File: config.mk
export PLATFORM = sky130hd
export DESIGN_NAME = pu_fifo_reader
export DESIGN_NICKNAME = d
export VERILOG_FILES = /design/src/rtl/pu_fifo_pkg.sv /design/src/rtl/pu_fifo_rd_buf.sv /design/src/rtl/pu_fifo_reader.sv
export SDC_FILE = /design/constraint.sdc
export NUM_CORES = 1
export LEC_CHECK = 0
export CORE_ASPECT_RATIO = 0.8
export CORE_MARGIN = 2
export CORE_UTILIZATION = 50
export CTS_CLUSTER_SIZE = 8
export DETAILED_ROUTE_END_ITERATION = 7
export PLACE_DENSITY = 0.8
export SLEW_MARGIN = 20
export SYNTH_ARGS = -nofsm -noshare
export SYNTH_HDL_FRONTEND = slang
export SYNTH_HIERARCHICAL = 1
export SYNTH_SLANG_ARGS = --single-unit
File: constraint.sdc
create_clock -name clk -period 3.71 [get_ports clk]
set_clock_uncertainty 0.15 [all_clocks]
set_input_delay 0.742 -clock clk [delete_from_list [all_inputs] [get_ports clk]]
set_output_delay 0.742 -clock clk [all_outputs]
set_load 0.005 [all_outputs]
File: src/rtl/pu_fifo_pkg.sv
// Shared defaults and helper types for the pu_fifo read side.
package pu_fifo_pkg;

    localparam int DATA_WIDTH_DEF = 32;
    localparam int ATTR_WIDTH_DEF = 4;
    localparam int FIFO_SIZE_DEF  = 3;

    // Skid buffer geometry: four entries, 2-bit pointers, 3-bit count (0..4).
    localparam int RD_BUF_DEPTH = 4;
    localparam int RD_PTR_W     = $clog2(RD_BUF_DEPTH);
    localparam int RD_CNT_W     = $clog2(RD_BUF_DEPTH + 1);

    // Width needed to hold an occupancy of 0..depth.
    function automatic int level_width(input int depth);
        return $clog2(depth + 1);
    endfunction

    localparam int LEVEL_W_DEF = level_width(FIFO_SIZE_DEF);

    // Per-cycle events seen by the occupancy mirror, encoded as {write, pop}.
    typedef enum logic [1:0] {
        LVL_IDLE = 2'b00,
        LVL_POP  = 2'b01,
        LVL_WR   = 2'b10,
        LVL_BOTH = 2'b11
    } lvl_evt_e;

endpackage

File: src/rtl/pu_fifo_rd_buf.sv
// Four-entry circular skid buffer: captures popped pu_fifo words at the tail
// and presents the head on a valid/ready handshake.
module pu_fifo_rd_buf
    import pu_fifo_pkg::*;
#(
    parameter int DATA_WIDTH = DATA_WIDTH_DEF,
    parameter int ATTR_WIDTH = ATTR_WIDTH_DEF
) (
    input  logic                  clk,
    input  logic                  rst,
    input  logic                  i_cap,
    input  logic [DATA_WIDTH-1:0] i_data,
    input  logic [ATTR_WIDTH-1:0] i_attr,
    output logic [DATA_WIDTH-1:0] o_data,
    output logic [ATTR_WIDTH-1:0] o_attr,
    output logic                  o_valid,
    input  logic                  i_ready,
    output logic [RD_CNT_W-1:0]   o_cnt
);

    typedef struct packed {
        logic [DATA_WIDTH-1:0] data;
        logic [ATTR_WIDTH-1:0] attr;
    } entry_t;

    entry_t              r_mem [RD_BUF_DEPTH];
    logic [RD_PTR_W-1:0] r_wr_ptr;
    logic [RD_PTR_W-1:0] r_rd_ptr;
    logic [RD_CNT_W-1:0] r_cnt;
    logic                w_deq;
    entry_t              w_head;

    assign o_valid = (r_cnt != '0);
    assign o_cnt   = r_cnt;
    assign w_deq   = o_valid && i_ready;

    // Head is forced to zero while empty so stale storage never leaks out.
    assign w_head = o_valid ? r_mem[r_rd_ptr] : '0;
    assign o_data = w_head.data;
    assign o_attr = w_head.attr;

    // Tail write of the captured word.
    // NOTE: the storage array has no reset; the head gating above hides its contents until written.
    always_ff @(posedge clk) begin
        if (i_cap) begin
            r_mem[r_wr_ptr] <= '{data: i_data, attr: i_attr};
        end
    end

    // Pointers wrap 3->0 naturally; count tracks capture minus dequeue.
    // NOTE: non-blocking assignments so every register here sees pre-edge values of the others.
    always_ff @(posedge clk or posedge rst) begin
        if (rst) begin
            r_wr_ptr <= '0;
            r_rd_ptr <= '0;
            r_cnt    <= '0;
        end else begin
            if (i_cap) begin
                r_wr_ptr <= r_wr_ptr + RD_PTR_W'(1);
            end
            if (w_deq) begin
                r_rd_ptr <= r_rd_ptr + RD_PTR_W'(1);
            end
            case ({i_cap, w_deq})
                2'b10:   r_cnt <= r_cnt + RD_CNT_W'(1);
                2'b01:   r_cnt <= r_cnt - RD_CNT_W'(1);
                default: r_cnt <= r_cnt;
            endcase
        end
    end

endmodule

File: src/rtl/pu_fifo_reader.sv
// Read-side companion to pu_fifo: mirrors its occupancy from the writer's
// strobe, issues pops only when a word is present and the skid buffer has
// room, and hands words downstream on valid/ready.
module pu_fifo_reader
    import pu_fifo_pkg::*;
#(
    parameter int DATA_WIDTH = DATA_WIDTH_DEF,
    parameter int ATTR_WIDTH = ATTR_WIDTH_DEF,
    parameter int FIFO_SIZE  = FIFO_SIZE_DEF
) (
    input  logic                              clk,
    input  logic                              rst,
    input  logic                              wr_mon,
    output logic                              signal_oe,
    input  logic [DATA_WIDTH-1:0]             fifo_data,
    input  logic [ATTR_WIDTH-1:0]             fifo_attr,
    output logic [DATA_WIDTH-1:0]             out_data,
    output logic [ATTR_WIDTH-1:0]             out_attr,
    output logic                              out_valid,
    input  logic                              out_ready,
    output logic [level_width(FIFO_SIZE)-1:0] level,
    output logic                              overflow
);

    localparam int                 LEVEL_W    = level_width(FIFO_SIZE);
    localparam logic [LEVEL_W-1:0] FULL_LEVEL = LEVEL_W'(FIFO_SIZE);
    localparam int                 PEND_W     = RD_CNT_W + 1;

    logic [LEVEL_W-1:0]  r_level;
    logic                r_oe;
    logic                r_cap_q;
    logic                r_overflow;
    logic [LEVEL_W-1:0]  w_level_next;
    logic                w_overflow_set;
    logic                w_oe_next;
    logic [PEND_W-1:0]   w_pending;
    logic [RD_CNT_W-1:0] w_buf_cnt;
    lvl_evt_e            w_evt;

    assign w_evt = lvl_evt_e'({wr_mon, r_oe});

    // Next occupancy, overflow detection and the registered pop decision.
    // The decision uses the post-edge occupancy (old level plus this cycle's
    // write minus the pop in flight), so a pop issues the cycle right after a
    // write. Buffer credit counts stored words, the capture in flight and the
    // pop in flight; a dequeue happening now is not credited back.
    // NOTE: every always_comb output gets a default first so no path can infer a latch.
    always_comb begin
        w_level_next   = r_level;
        w_overflow_set = 1'b0;
        case (w_evt)
            LVL_WR: begin
                if (r_level == FULL_LEVEL) begin
                    w_overflow_set = 1'b1;
                end else begin
                    w_level_next = r_level + LEVEL_W'(1);
                end
            end
            LVL_POP: w_level_next = r_level - LEVEL_W'(1);
            default: w_level_next = r_level;
        endcase
        w_pending = PEND_W'(w_buf_cnt) + PEND_W'(r_oe) + PEND_W'(r_cap_q);
        w_oe_next = (w_level_next != '0) && (w_pending < PEND_W'(RD_BUF_DEPTH));
    end

    // Occupancy mirror, pop strobe, capture-in-flight flag and sticky overflow.
    always_ff @(posedge clk or posedge rst) begin
        if (rst) begin
            r_level    <= '0;
            r_oe       <= 1'b0;
            r_cap_q    <= 1'b0;
            r_overflow <= 1'b0;
        end else begin
            r_level <= w_level_next;
            r_oe    <= w_oe_next;
            r_cap_q <= r_oe;
            if (w_overflow_set) begin
                r_overflow <= 1'b1;
            end
        end
    end

    pu_fifo_rd_buf #(
        .DATA_WIDTH (DATA_WIDTH),
        .ATTR_WIDTH (ATTR_WIDTH)
    ) u_rd_buf (
        .clk     (clk),
        .rst     (rst),
        .i_cap   (r_cap_q),
        .i_data  (fifo_data),
        .i_attr  (fifo_attr),
        .o_data  (out_data),
        .o_attr  (out_attr),
        .o_valid (out_valid),
        .i_ready (out_ready),
        .o_cnt   (w_buf_cnt)
    );

    assign signal_oe = r_oe;
    assign level     = r_level;
    assign overflow  = r_overflow;

endmodule

# Word-level counts from Yosys, hierarchy flattened
# Memory sizes are Yosys's and may differ from the RTL's.
# Cells that the tools add are included.
# classes
mux	8
reduce_logical	5
add_sub_neg	8
magnitude_cmp	1
eq_ne	5
# op_table
op	n
$mux W36	1
$add A2 B1 Y2 const B	3
$eq A2 B2 Y1 const B	3
$pmux W3 S2	1
$add A3 B1 Y4	1
$add A4 B1 Y4	1
$eq A2 B1 Y1 const B	2
$lt A4 B3 Y1 const B	1
$mux W1	4
$pmux W2 S2	1
$reduce_bool A2 Y1	2
$add A3 B1 Y3 const B	1
$reduce_bool A3 Y1	1
$sub A3 B1 Y3 const B	1
$logic_and A1 B1 Y1	2
$mux W2	1
$sub A2 B1 Y2 const B	1
# word_totals
memories	1
regBits	12
out_inout_bits	41
inputBits	40
mem_bits_rw	144
elab_cells	35
# memory_table
name	words	word_bits	read_ports	rd_ports_with_merged_regs	wr	line_no	text
u_rd_buf.r_mem	4	36	1	0	1	pu_fifo_rd_buf.sv:26	entry_t r_mem [RD_BUF_DEPTH];

# Longest topological paths before layout
# Gate-level depths: netlist (run 1).
# depth
depth_word	5
mapped_depth	8
mapped_depth_nobuf	8

# By module
# Netlist (run 1), hierarchy kept.
# by_module_without_submodules
module	area_each_um2	seq_area_each_um2	cells_per_inst	instances
pu_fifo_rd_buf	5835.6	4499.3	265	1
pu_fifo_reader	307.8	125.1	28	1

# Worst setup path before layout (run 1)
# Ideal clock, no wire load.
# synth_timing
path_type	reg2out
start	reg u_rd_buf.r_rd_ptr[0]
end	out out_data[13]
required_ns	2.818
slack_ns	1.481
path_stages_with_launch	5
path_buffers	2
arrival_ns	1.337
path_cell_list	dfrtp_1 -> buf_6 -> buf_6 -> mux4_2 -> and2_1
# synth_between
elab_chain_len	2
# synth_lines
element	line_no	text
start, declared	pu_fifo_rd_buf.sv:28	logic [RD_PTR_W-1:0] r_rd_ptr;
start signal, assigned	pu_fifo_rd_buf.sv:62	r_rd_ptr <= r_rd_ptr + RD_PTR_W'(1);
$mem_v2 Z4 W36	-	
$mux W36	pu_fifo_rd_buf.sv:38	assign w_head = o_valid ? r_mem[r_rd_ptr] : '0;
end, declared	pu_fifo_reader.sv:17	output logic [DATA_WIDTH-1:0] out_data,
# Every way passes these cells.

# Worst setup path after layout (run 1)
# layout_timing
start	reg u_rd_buf.r_rd_ptr[0]
end	out out_data[11]
# The elaborated chain is that of the path after synthesis.

==> results of run 1 <==
registers in the layout (all words and copies together) (netlist names):
signal,flops
u_rd_buf/o_cnt,3
level,2
u_rd_buf/r_mem,144
r_cap_q,1
u_rd_buf/r_rd_ptr,2
u_rd_buf/r_wr_ptr,2
overflow,1
signal_oe,1
cell usage in the layout (no fill, tap or decap), drive strengths merged, types with 2 or more instances in the layout:
| cell type | count |
|---|---|
| xnor2 | 2 |
| clkinvlp | 3 |
| xor2 | 4 |
| ha | 11 |
| clkdlybuf4s50 | 80 |
| buf | 6 |
| a21oi | 2 |
| mux4 | 36 |
| edfxtp | 144 |
| mux2i | 2 |
| dfrtp | 12 |
| clkbuf | 19 |
| bufinv | 2 |
| inv | 16 |
| and2 | 41 |
| clkinv | 6 |
power by group through the flow:
stage	registers [µW]	logic, µW	clock network [µW]
after floorplan	2390	1230	0
after global placement	2480	2070	0
final	2470	2070	1620
after global routing	2510	2250	1730
after CTS	2480	2110	1660
after detailed placement	2510	2100	0
logic make-up after synthesis:
group           count (synthesis)  synth area share [%]
flops                         156                  75.3
simple gates                   47                  4.68
mux                            38                  13.5
buf+inv                        27                  2.12
fa+ha+maj                      12                  2.57
compound gates                  7                 0.977
xor+xnor                        6                 0.855
per-stage QoR:
stage                     total power, µW  instance area (µm²)  util [%]
final                                6160                 7680      63.6
after global routing                 6490                 7680      63.6
after CTS                            6250                 7680      63.6
after detailed placement             4610                 7130      59.0
after global placement               4550                 7130      59.0
after floorplan                      3620                 6140         -
critical path: stages (launching register included):
cell,delay [ns]
dfrtp_2,0.59
buf_4,0.38
mux4_2,0.54
and2_1,0.17
clkdlybuf4s50_1,0.44
final cells by class:
class	count	area (µm²)	area share, %
clock inverters	12	124	1.61
multi-input cells	110	1390	18.1
repair buffers	86	858	11.2
flip-flops and latches	156	4630	60.2
inverters	15	56.3	0.733
clock buffers	19	433	5.64
well taps	152	190	2.48
layer usage:
layer / track usage (%) / vias up / wire (µm)
met2: 31.3 / 91 / 5540
met4: 5.33 / 0 / 63
met5: 0 / - / 0
met1: 20.9 / 1487 / 4420
met3: 5.66 / 7 / 701
li1: - / 1335 / -
worst max path at each step:
stage | from | endpoint | slack (ns) | cells past startpoint
final | u_rd_buf/r_rd_ptr[0]$_DFFE_PP0P_ | out_data[11] | 0.27 | 4
after global routing | u_rd_buf/r_rd_ptr[0]$_DFFE_PP0P_ | out_data[2] | 0.11 | 4
after CTS | u_rd_buf/r_rd_ptr[0]$_DFFE_PP0P_ | out_data[11] | 0.22 | 4
after detailed placement | u_rd_buf/r_rd_ptr[0]$_DFFE_PP0P_ | out_data[11] | 0.65 | 4
after global placement | u_rd_buf/r_rd_ptr[0]$_DFFE_PP0P_ | out_attr[2] | 0.68 | 4
after floorplan | u_rd_buf/r_rd_ptr[0]$_DFFE_PP0P_ | out_data[13] | 1.48 | 4
==> results.json, run 1 <==
{
  "finalWorstSetupSlack_ns": 0.274,
  "synth_area_leaders": "edfxtp_1 (70%), mux4_2 (13%), dfrtp_1 (4.9%), and2_1 (4.2%), ha_1 (2.2%)",
  "clk_latency_ns": 0.40,
  "power_density_mw_per_mm2": 802,
  "worstPathMaxFanout": 14,
  "num_vias": 2920,
  "p_switching_uw": 1650,
  "p_leak_uw": 0.00262,
  "synth_common_cells": "edfxtp_1 (144), and2_1 (41), mux4_2 (36)",
  "yosysTopAreaCell": "edfxtp_1",
  "yosysSeqAreaShare_pct": 75.3,
  "clk_pin_slew_ns": 0.06,
  "r2r_slack_ns": 1.17,
  "ctsHoldBuffers": 0,
  "diodes": 0,
  "p_int_uw": 4520,
  "layoutNonFillerInstCount": 550,
  "cts-root-buf": "clkbuf_16",
  "portBuffers": 80,
  "gp_congestion": 0.690,
  "first_pass_iters": 4,
  "required_ns": 2.82,
  "period_share_pct": 92.6,
  "ioPinCount": 81,
  "cts_resized": 0,
  "grt_pass1_vias": 3115,
  "synth_edf_count": 144,
  "syn_area_per_cell_um2": 21.0,
  "tritoncts": "done",
  "grt_overflow": 0,
  "holdPathStages": 1,
  "dp_slack_ns": 0.645,
  "synth_nets": 345,
  "synthCells": 293,
  "crit_path_start_kind": "flip-flop",
  "status": "complete, no violations",
  "r2r_end": "u_rd_buf/o_cnt[2]$_DFFE_PP0P_",
  "ys_ff_latch": 156,
  "pwr-share-clk_pct": 26.3,
  "grt_antenna_before_repair": 0,
  "swShare_pct": 26.7,
  "final.setup.tns_ns": 0,
  "grt_first_pass_wirelength_um": 16700,
  "clkSinkCount": 156,
  "postCtsSetupBuffers": 0,
  "finalWirelength_um": 10700,
  "num-fill-cells": 824,
  "detail_route.wl_per_cell_um": 19.5,
  "start_util_pct": 50.9,
  "hp-class": "reg -> reg",
  "async_reset_ff_share_pct": 7.69,
  "nNetsFinal": 438,
  "core_area_mm2": 0.0121,
  "cp-end-kind": "primary output",
  "crit_type": "reg -> out",
  "tightest_slew_ns": 1.03,
  "r2r_start": "u_rd_buf/o_cnt[0]$_DFFE_PP0P_",
  "slew_viol_final": 0,
  "cts_max_level": 4,
  "ys_warn_count": 6,
  "numCtsBuffers": 17,
  "rows": 36,
  "drt-initial-drc-count": 164,
  "via_per_inst": 5.31,
  "hold_viol": 0,
  "hold_end": "overflow$_DFFE_PP0P_",
  "synth_ff_type": "edfxtp_1",
  "area_growth_pct": 25.1,
  "grt_start_max_net_pins": 37,
  "drc": 0,
  "fin_hold_ws_ns": 0.307,
  "combPwrFrac_pct": 33.6,
  "synth_cell_types": 25,
  "yosysMostFrequentCell": "edfxtp_1",
  "placed_cells": 519,
  "synth_top_area_share_pct": 70.4,
  "die_area_mm2": 0.0132,
  "crit_arrival_ns": 2.54,
  "fmax_mhz": 291,
  "die_x_um": 128,
  "post-route-min-period_ns": 3.44,
  "grt_util_all_layers_pct": 17.6,
  "ff2ff_path_depth": 9,
  "slew-limit-headroom_pct": 31.4,
  "ant_nets": 0,
  "die_h_um": 103,
  "cts_buffer_depth": 2,
  "power_frac_seq_pct": 40.1,
  "grt_setup_unrepaired": "no",
  "synth_area_mm2": 0.00614,
  "setup_viol": 0,
  "maxCapViolCount": 0,
  "ir_drop_mv": 0.419,
  "hp-start": "overflow$_DFFE_PP0P_",
  "drive_gt1_share_pct": 19.6,
  "dp_hpwl_um": 6530
}
Note: power is estimated with default switching activity, not from simulation.
==> inputs of run 2 (changes only) <==
CORE_UTILIZATION = 45   (was 50)
PLACE_DENSITY = 0.74   (was 0.8)
==> run 2 against run 1 <==
Core utilization shrank 5.8 points. Final cell count grew 5.3%. Critical path depth is the same. Routed wire length is essentially flat. Critical endpoint is now out_data[22]. Largest cell class unchanged.
==> results.json, run 2 (same netlist as run 1, synthesis figures left out) <==
{
  "status": "complete, no violations",
  "die_area_mm2": 0.0146,
  "max_stage_delay_ns": 0.60,
  "fmax_mhz": 303,
  "cts-root-buf": "clkbuf_16",
  "crit_type": "reg -> out",
  "ant_nets": 0,
  "layout.cells.most_common_list": "edfxtp_1 (144), clkdlybuf4s50_1 (80), and2_1 (37), mux4_2 (36), clkbuf_16 (17)",
  "num_vias": 2926,
  "p_leak_uw": 0.00265,
  "grt_start_max_net_pins": 39,
  "start_util_pct": 45.7,
  "layoutNonFillerInstCount": 579,
  "worstPathMaxFanout": 23,
  "portBuffers": 80,
  "required_ns": 2.82,
  "numCtsBuffers": 17,
  "ir_drop_mv": 0.440,
  "ioPinCount": 81,
  "clkSinkCount": 156,
  "finalWorstSetupSlack_ns": 0.409,
  "core_area_mm2": 0.0135,
  "hp-class": "reg -> reg",
  "drc": 0,
  "crit_path_start_kind": "flip-flop",
  "nNetsFinal": 438,
  "grt_util_all_layers_pct": 15.9,
  "slew_viol_final": 0,
  "drt-initial-drc-count": 193,
  "first_pass_iters": 4,
  "grt_overflow": 0,
  "final.setup.tns_ns": 0,
  "largest_reg_flops": 144,
  "clk_latency_ns": 0.41,
  "tritoncts": "done",
  "cts_buffer_depth": 2,
  "rows": 38,
  "ctsHoldBuffers": 0,
  "cts_resized": 0,
  "cts_max_level": 4,
  "cp_cell_sequence": "buf_4 -> mux4_2 -> and2_1 -> clkdlybuf4s50_1",
  "regMostFlops": "u_rd_buf/r_mem",
  "via_per_inst": 5.05,
  "period_share_pct": 89.0,
  "detail_route.wl_per_cell_um": 18.5,
  "num-fill-cells": 990,
  "gp_congestion": 0.724,
  "area_growth_pct": 26.6,
  "dp_hpwl_um": 6440,
  "finalWirelength_um": 10700,
  "placed_cells": 547,
  "grt_first_pass_wirelength_um": 16800,
  "grt_antenna_before_repair": 0,
  "crit_arrival_ns": 2.41,
  "diodes": 0,
  "drive_gt1_share_pct": 19.3,
  "final_common_cell": "edfxtp_1",
  "hold_viol": 0,
  "power_density_mw_per_mm2": 817,
  "dp_slack_ns": 0.825,
  "setup_viol": 0,
  "post-route-min-period_ns": 3.30,
  "grt_pass1_vias": 3141,
  "slew-limit-headroom_pct": 30.4,
  "die_h_um": 109,
  "grt_setup_unrepaired": "no",
  "clk_pin_slew_ns": 0.06,
  "tightest_slew_ns": 1.04,
  "critPathSlowestCell": "mux4_2",
  "postCtsSetupBuffers": 0,
  "maxCapViolCount": 0,
  "die_x_um": 135,
  "cp-end-kind": "primary output"
}
run 2: cell count changes in the layout (fill, tap and decap cells not counted), sizes merged:
cell      change
clkinv        -4
inv           -1
clkinvlp      -2
clkbuf        +5
bufinv        +3
run 2: worst paths after layout:
path | from | endpoint | slack (ns) | depth (start not counted)
max | u_rd_buf/r_rd_ptr[0]$_DFFE_PP0P_ | out_data[22] | 0.41 | 4
min | overflow$_DFFE_PP0P_ | overflow$_DFFE_PP0P_ | 0.33 | 1
max reg2reg | u_rd_buf/o_cnt[0]$_DFFE_PP0P_ | u_rd_buf/o_cnt[2]$_DFFE_PP0P_ | 0.96 | 9
min reg2reg | overflow$_DFFE_PP0P_ | overflow$_DFFE_PP0P_ | 0.33 | 1
max in group asynchronous | rst | u_rd_buf/r_rd_ptr[1]$_DFFE_PP0P_ | 2.69 | 2
min in group asynchronous | rst | level[0]$_DFF_PP0_ | 0.43 | 2
run 2: layout make-up:
type / instances / area [µm²] / share of cell area [%]
Clock buffer: 24 / 462 / 5.94
Clock inverter: 8 / 168 / 2.16
Inverter: 15 / 56.3 / 0.724
Multi-Input combinational cell: 110 / 1400 / 17.9
Sequential cell: 156 / 4630 / 59.5
Tap cell: 180 / 225 / 2.90
Timing Repair Buffer: 86 / 846 / 10.9
run 2: per-layer routing:
metal / global-route usage, % / wire length [µm]
met5: 0 / 0
met1: 20.5 / 4710
met2: 26.0 / 5440
met4: 6.77 / 126
met3: 3.94 / 448
run 2: worst max-delay path, delay by kind of cell, from the launching register on:
family | cells | cell delay (ns)
buffers and inverters | 2 | 0.85
multiplexers | 1 | 0.60
flip-flops | 1 | 0.36
AND/OR/NAND/NOR | 1 | 0.19
run 2: power by group:
| group | switching, µW | total [µW] | leakage [µW] | internal, µW |
|---|---|---|---|---|
| Combinational | 847 | 2090 | 0.000896 | 1240 |
| Sequential | 149 | 2430 | 0.00145 | 2280 |
| Clock | 625 | 1840 | 0.000302 | 1210 |
run 2: metrics by stage:
stage                     instance area [µm²]  hold slack [ns]  power [µW]  utilization [%]
after global routing                     7780            0.346        6700             57.8
final                                    7780            0.327        6360             57.8
after global placement                   7150            0.288        4550             53.1
after floorplan                          6140            0.287        3620                -
after CTS                                7780            0.328        6440             57.8
after detailed placement                 7150            0.315        4600             53.1
